File: src/rtl/info_frame_builder_if.sv
// Configuration and payload-write channel between control logic and the InfoFrame builder.
interface info_frame_builder_if;
  logic       cfg_start;
  logic [6:0] cfg_type;
  logic [7:0] cfg_version;
  logic [4:0] cfg_length;
  logic       wr_valid;
  logic [7:0] wr_data;
  logic       wr_ready;
  logic       abort;

  modport master (
    output cfg_start, cfg_type, cfg_version, cfg_length, wr_valid, wr_data, abort,
    input  wr_ready
  );

  modport slave (
    input  cfg_start, cfg_type, cfg_version, cfg_length, wr_valid, wr_data, abort,
    output wr_ready
  );
endinterface

File: src/rtl/info_frame_builder.sv
// Double-buffered HDMI InfoFrame builder: stages header/payload, computes the checksum
// on the fly and swaps the staged frame into the registered active outputs.
module info_frame_builder #(
  parameter bit          SWAP_ON_BOUNDARY = 1'b1,
  parameter int unsigned MAX_LENGTH       = 27
) (
  input  logic                 clk_pixel,
  input  logic                 reset,
  info_frame_builder_if.slave  bus,
  input  logic                 frame_boundary,
  output logic [23:0]          header,
  output logic [3:0][55:0]     sub,
  output logic                 valid,
  output logic                 busy,
  output logic                 updated,
  output logic                 error
);

  localparam logic [4:0] MAX_LEN = 5'(MAX_LENGTH);

  typedef enum logic [1:0] {
    IDLE    = 2'd0,
    LOAD    = 2'd1,
    PENDING = 2'd2
  } state_t;

  // Byte sum of the three header bytes HB0..HB2 as transmitted.
  function automatic logic [7:0] header_sum(input logic [6:0] t, input logic [7:0] v,
                                            input logic [4:0] l);
    header_sum = {1'b1, t} + v + {3'b000, l};
  endfunction

  state_t            state_q;
  logic [6:0]        type_q;
  logic [7:0]        version_q;
  logic [4:0]        length_q;
  logic [4:0]        count_q;
  logic [7:0]        acc_q;
  logic [27:0][7:0]  pb_q;
  logic [23:0]       header_q;
  logic [3:0][55:0]  sub_q;
  logic              valid_q;
  logic              busy_q;
  logic              updated_q;
  logic              error_q;
  logic              wr_ready_q;

  logic [7:0]        acc_start_d;
  logic [7:0]        acc_d;
  logic              swap_d;

  // Next accumulator values and swap permission for the current cycle.
  always_comb begin
    acc_start_d = header_sum(bus.cfg_type, bus.cfg_version, bus.cfg_length);
    acc_d       = acc_q + bus.wr_data;
    swap_d      = !SWAP_ON_BOUNDARY || frame_boundary;
  end

  // Control FSM with staging buffer, checksum accumulator and active output registers.
  always_ff @(posedge clk_pixel) begin
    if (reset) begin
      state_q    <= IDLE;
      type_q     <= 7'd0;
      version_q  <= 8'd0;
      length_q   <= 5'd0;
      count_q    <= 5'd0;
      acc_q      <= 8'd0;
      pb_q       <= '0;
      header_q   <= 24'd0;
      sub_q      <= '0;
      valid_q    <= 1'b0;
      busy_q     <= 1'b0;
      updated_q  <= 1'b0;
      error_q    <= 1'b0;
      wr_ready_q <= 1'b0;
    end else begin
      updated_q <= 1'b0;
      error_q   <= 1'b0;
      case (state_q)
        IDLE: begin
          if (bus.cfg_start) begin
            if (bus.cfg_length > MAX_LEN) begin
              error_q <= 1'b1;
            end else begin
              type_q    <= bus.cfg_type;
              version_q <= bus.cfg_version;
              length_q  <= bus.cfg_length;
              count_q   <= 5'd1;
              acc_q     <= acc_start_d;
              pb_q      <= '0;
              busy_q    <= 1'b1;
              // An empty payload needs only the header checksum, so skip LOAD.
              if (bus.cfg_length == 5'd0) begin
                pb_q[0] <= 8'd0 - acc_start_d;
                state_q <= PENDING;
              end else begin
                state_q    <= LOAD;
                wr_ready_q <= 1'b1;
              end
            end
          end
        end
        LOAD: begin
          if (bus.abort) begin
            state_q    <= IDLE;
            busy_q     <= 1'b0;
            wr_ready_q <= 1'b0;
          end else if (bus.wr_valid) begin
            pb_q[count_q] <= bus.wr_data;
            acc_q         <= acc_d;
            count_q       <= count_q + 5'd1;
            if (count_q == length_q) begin
              pb_q[0]    <= 8'd0 - acc_d;
              state_q    <= PENDING;
              wr_ready_q <= 1'b0;
            end
          end
        end
        PENDING: begin
          // Abort takes priority over a coincident frame boundary.
          if (bus.abort) begin
            state_q <= IDLE;
            busy_q  <= 1'b0;
          end else if (swap_d) begin
            header_q  <= {3'b000, length_q, version_q, 1'b1, type_q};
            sub_q     <= pb_q;
            valid_q   <= 1'b1;
            updated_q <= 1'b1;
            state_q   <= IDLE;
            busy_q    <= 1'b0;
          end
        end
        default: begin
          state_q    <= IDLE;
          busy_q     <= 1'b0;
          wr_ready_q <= 1'b0;
        end
      endcase
    end
  end

  assign header       = header_q;
  assign sub          = sub_q;
  assign valid        = valid_q;
  assign busy         = busy_q;
  assign updated      = updated_q;
  assign error        = error_q;
  assign bus.wr_ready = wr_ready_q;

endmodule

File: src/flat_wrapper.sv
// flat-port wrapper written by rule: the top's interface ports become plain ports
module info_frame_builder_flat 
#(
  parameter bit          SWAP_ON_BOUNDARY = 1'b1,
  parameter int unsigned MAX_LENGTH       = 27
)
  (clk_pixel, reset, frame_boundary, header, sub, valid, busy, updated, error, bus_cfg_start, bus_cfg_type, bus_cfg_version, bus_cfg_length, bus_wr_valid, bus_wr_data, bus_abort, bus_wr_ready);
  info_frame_builder_if bus_i ();
  input  logic clk_pixel;
  input  logic reset;
  input  logic frame_boundary;
  output logic [23:0] header;
  output logic [3:0][55:0] sub;
  output logic valid;
  output logic busy;
  output logic updated;
  output logic error;
  input wire logic [$bits(bus_i.cfg_start)-1:0] bus_cfg_start;
  input wire logic [$bits(bus_i.cfg_type)-1:0] bus_cfg_type;
  input wire logic [$bits(bus_i.cfg_version)-1:0] bus_cfg_version;
  input wire logic [$bits(bus_i.cfg_length)-1:0] bus_cfg_length;
  input wire logic [$bits(bus_i.wr_valid)-1:0] bus_wr_valid;
  input wire logic [$bits(bus_i.wr_data)-1:0] bus_wr_data;
  input wire logic [$bits(bus_i.abort)-1:0] bus_abort;
  output wire logic [$bits(bus_i.wr_ready)-1:0] bus_wr_ready;
  assign bus_i.cfg_start = bus_cfg_start;
  assign bus_i.cfg_type = bus_cfg_type;
  assign bus_i.cfg_version = bus_cfg_version;
  assign bus_i.cfg_length = bus_cfg_length;
  assign bus_i.wr_valid = bus_wr_valid;
  assign bus_i.wr_data = bus_wr_data;
  assign bus_i.abort = bus_abort;
  assign bus_wr_ready = bus_i.wr_ready;
  info_frame_builder #(.SWAP_ON_BOUNDARY(SWAP_ON_BOUNDARY), .MAX_LENGTH(MAX_LENGTH)) u_core (.clk_pixel(clk_pixel), .reset(reset), .bus(bus_i), .frame_boundary(frame_boundary), .header(header), .sub(sub), .valid(valid), .busy(busy), .updated(updated), .error(error));
endmodule
File: config.mk
export PLATFORM = sky130hd
export DESIGN_NAME = info_frame_builder_flat
export DESIGN_NICKNAME = d
export VERILOG_FILES = /design/src/rtl/info_frame_builder_if.sv /design/src/rtl/info_frame_builder.sv /design/src/flat_wrapper.sv
export SDC_FILE = /design/constraint.sdc
export NUM_CORES = 1
export LEC_CHECK = 0
export BUFFER_PORTS_ARGS = -buffer_cell sky130_fd_sc_hd__buf_2
export CORE_ASPECT_RATIO = 1.1
export CORE_UTILIZATION = 57
export DETAILED_ROUTE_END_ITERATION = 7
export MAX_ROUTING_LAYER = met4
export PLACE_DENSITY = 0.86
export SLEW_MARGIN = 25
export SYNTH_ARGS = -nofsm -noshare
export SYNTH_HDL_FRONTEND = slang
export SYNTH_SLANG_ARGS = --single-unit
File: constraint.sdc
create_clock -name clk_pixel -period 3 [get_ports clk_pixel]
set_input_delay 0 -clock clk_pixel [delete_from_list [all_inputs] [get_ports clk_pixel]]
set_output_delay 0 -clock clk_pixel [all_outputs]
set_load 0.005 [all_outputs]
==> results_dict.tcl <==
set metrics [dict create \
    vias 18520 \
    rsz0062_at_grt "false" \
    wl_per_cell_microns 18.09 \
    dominantRegCellSynth "dfxtp_1" \
    cp-start-kind "flop" \
    worstHoldPathType "input pin to flop" \
    clk_latency_ns 0.57 \
    drc 0 \
    fin_util_pct 69.37 \
    synthSimpleGateAreaFrac_pct 25.07 \
    tightest_slew_ns 1.229 \
    cts_setup_buffers 0 \
    synth_top_area_cell "dfxtp_1" \
    crit_type "flop to flop" \
    slew_viol_final 0 \
    synth_top_area_share_pct 52.37 \
    relSlewSlack_pct 18.09 \
    p_per_area_nw_per_um2 656.0 \
    cp.arrival_ns 3.26 \
    synth.area.mux_share_pct 0 \
    crit_path_end_kind "flop" \
    die_w_microns 178.0 \
    gp_congestion 0.9217 \
    p_int_mw 11.30 \
    synth_area_sq_um 19420 \
    timing.rr.start "u_core.state_q[1]" \
    grt-ovfl-total 0 \
    die_area_sq_um 34810 \
    io_buffers 283 \
    grtUsageTotal_pct 32.82 \
    area_delta_synth_final_pct 19.22 \
    clock_path_buffers 3 \
    power_mw 15.19 \
    dp_slack_ns 0.2402 \
    grt_max_degree 241 \
    num_rows 70 \
    ys_top_cells_by_area "dfxtp_1 52%, nand2_1 15%, a21oi_1 12%" \
    finalNonFillerCells 3164 \
    core_sq_um 33370 \
    status "finished clean" \
    yosysMostFrequentCell "nand2_1" \
    p_switching_mw 3.884 \
    synth_cells 2483 \
    comb_power_share_pct 10.8 \
    worstSetupStartpoint "u_core.state_q[1]" \
    first_iter_violations 2177 \
    synth-compound-area-share_pct 15.19 \
    seqPwrFrac_pct 45.4 \
    worst-path-max-fanout 17 \
    leakagePower_nw 8.672 \
    clock_skew_ns 0.01441 \
    fmax_mhz 352.6 \
    period_needed_ns 2.836 \
    diodes 0 \
    setup_tns_ns 0 \
    antenna_found_initial 0 \
    cts_tree "built" \
    min-delay-start "bus_wr_data[2]" \
    async_flop_share_pct 0 \
    initial_core_util_pct 58.19 \
    synth_top_family_by_area "simple AND/OR/NAND/NOR gates" \
    synth_cell_types 60 \
    clockPowerShare_pct 43.7 \
    hpwlAfterDp_microns 35480 \
    yosys_register_bits 508 \
    wirelength_microns 57240 \
    cts_sinks 508 \
    synth_warnings 0 \
    synthTopCellsByCount "772 x nand2_1, 508 x dfxtp_1, 470 x a21oi_1" \
    ant_nets 0 \
    synth_edf_count 0 \
    syn_avg_cell_area_sq_um 7.820 \
    grt_pass1_vias 17130 \
    die_h_microns 195.6 \
    yosysSeqAreaShare_pct 52.37 \
    setup_slack_ns 0.1639 \
    num_io_pins 287 \
    fin_crit_sh_pct 94.54 \
    numPlacedInstances 3040 \
    clkTransAtPathRegs_ns 0.06 \
    synth_adder_area_share_pct 2.075 \
    nets 2756 \
    setup_viol 0 \
    firstDrtPassIters 6 \
    switching_share_pct 25.58 \
    clockRootBuffer "clkbuf_16" \
    peakVddDrop_v 0.0004773 \
    grt_pass1_wl_microns 88950 \
    hold_viol_final 0 \
    critPathRequiredTime_ns 3.42 \
    cts_max_level 2 \
    cap_viol_max_count 0 \
    via_per_inst 5.853 \
    numCtsBuffers 48 \
    drive_above_1_share_pct 15.34 \
    synth-xor-area-share_pct 1.083 \
]
per-layer routing:
layer / vias to the layer above / track usage [%] / share of wire (%)
met5: - / - / 0
met1: 8786 / 40.09 / 40
met4: 0 / 11.46 / 3.1
met3: 147 / 5.588 / 7.5
met2: 896 / 54.32 / 50
li1: 8689 / - / -
layout make-up:
class                           instances  area (sq um)
Fill cell                            2573         10220
Sequential cell                       508         10170
Multi-Input combinational cell       1769          8497
Timing Repair Buffer                  350          2145
Clock buffer                           67          1384
Tap cell                              432         540.5
Clock inverter                         21         350.3
Inverter                               17         63.81
stage by stage:
| stage | hold WS (ns) | instance area (sq um) |
|---|---|---|
| final | 0.02072 | 23150 |
| after global routing | 0.06191 | 23150 |
| after CTS | 0.006624 | 23150 |
| after detailed placement | 0.2635 | 21050 |
| after global placement | 0.2618 | 21050 |
| after floorplan | 0.1360 | 19420 |
flip-flops by register name (all words and copies together), names as in the netlist:
register,flops
u_core.busy,1
u_core.pb_q,224
u_core.error,1
u_core.count_q,5
u_core.type_q,7
u_core.updated,1
u_core.sub,224
u_core.version_q,8
u_core.length_q,5
u_core.state_q,2
u_core.header,21
u_core.bus.wr_ready,1
u_core.acc_q,8
critical path, cell delays in order, from the launching register on:
cell,delay [ns]
dfxtp_1,0.41
nor2_1,0.45
nand3_4,0.17
nand2_1,0.46
and2_1,0.57
nand2_1,0.35
nand3_1,0.19
a21oi_1,0.10
kinds of logic (layout without fill, tap and decap cells):
group                      after synthesis  in the layout
and+or+nand+nor                       1164           1164
adders and majority gates               28             28
DFF                                    508            508
other                                    1              3
buffers and inverters                  208            455
AOI/OAI and AO/OA                      550            550
xor gates and xnor gates                24             24
final timing paths:
check / to / slack [ns] / cells after the start
hold / removal: u_core.pb_q[18] / 0.02 / 5
setup / recovery: u_core.pb_q[36] / 0.16 / 7
setup reg to reg: u_core.pb_q[36] / 0.16 / 7
hold reg to reg: u_core.sub[71] / 0.44 / 2
what timing repair did:
action / CTS / global route
hold buffers: 36 / 0
endpoints found under the hold margin: 113 / 0
endpoints found under the setup margin: 0 / 3
gates resized for setup: 0 / 1
power groups by stage:
stage	Sequential, mW	Combinational [mW]	Clock [mW]
floorplan	7.02	1.09	0
global placement	7.04	1.54	0
detailed placement	7.05	1.56	0
CTS	6.90	1.61	6.65
global route	6.90	1.77	6.95
finish	6.90	1.65	6.64
placed cells by master, fill, tap and decap left out, drive strengths merged, types with 10 or more instances in the layout:
cell and n:
inv 20, ha 21, nor2 110, a21oi 470, a211oi 10, buf 314
clkbuf 67, dlygate4sd3 36, nand2 774, nand3 206, a31oi 30, xor2 18
and2 17, dfxtp 508, o21ai 11, nor3 13
Power figures use the tool's default switching activity.
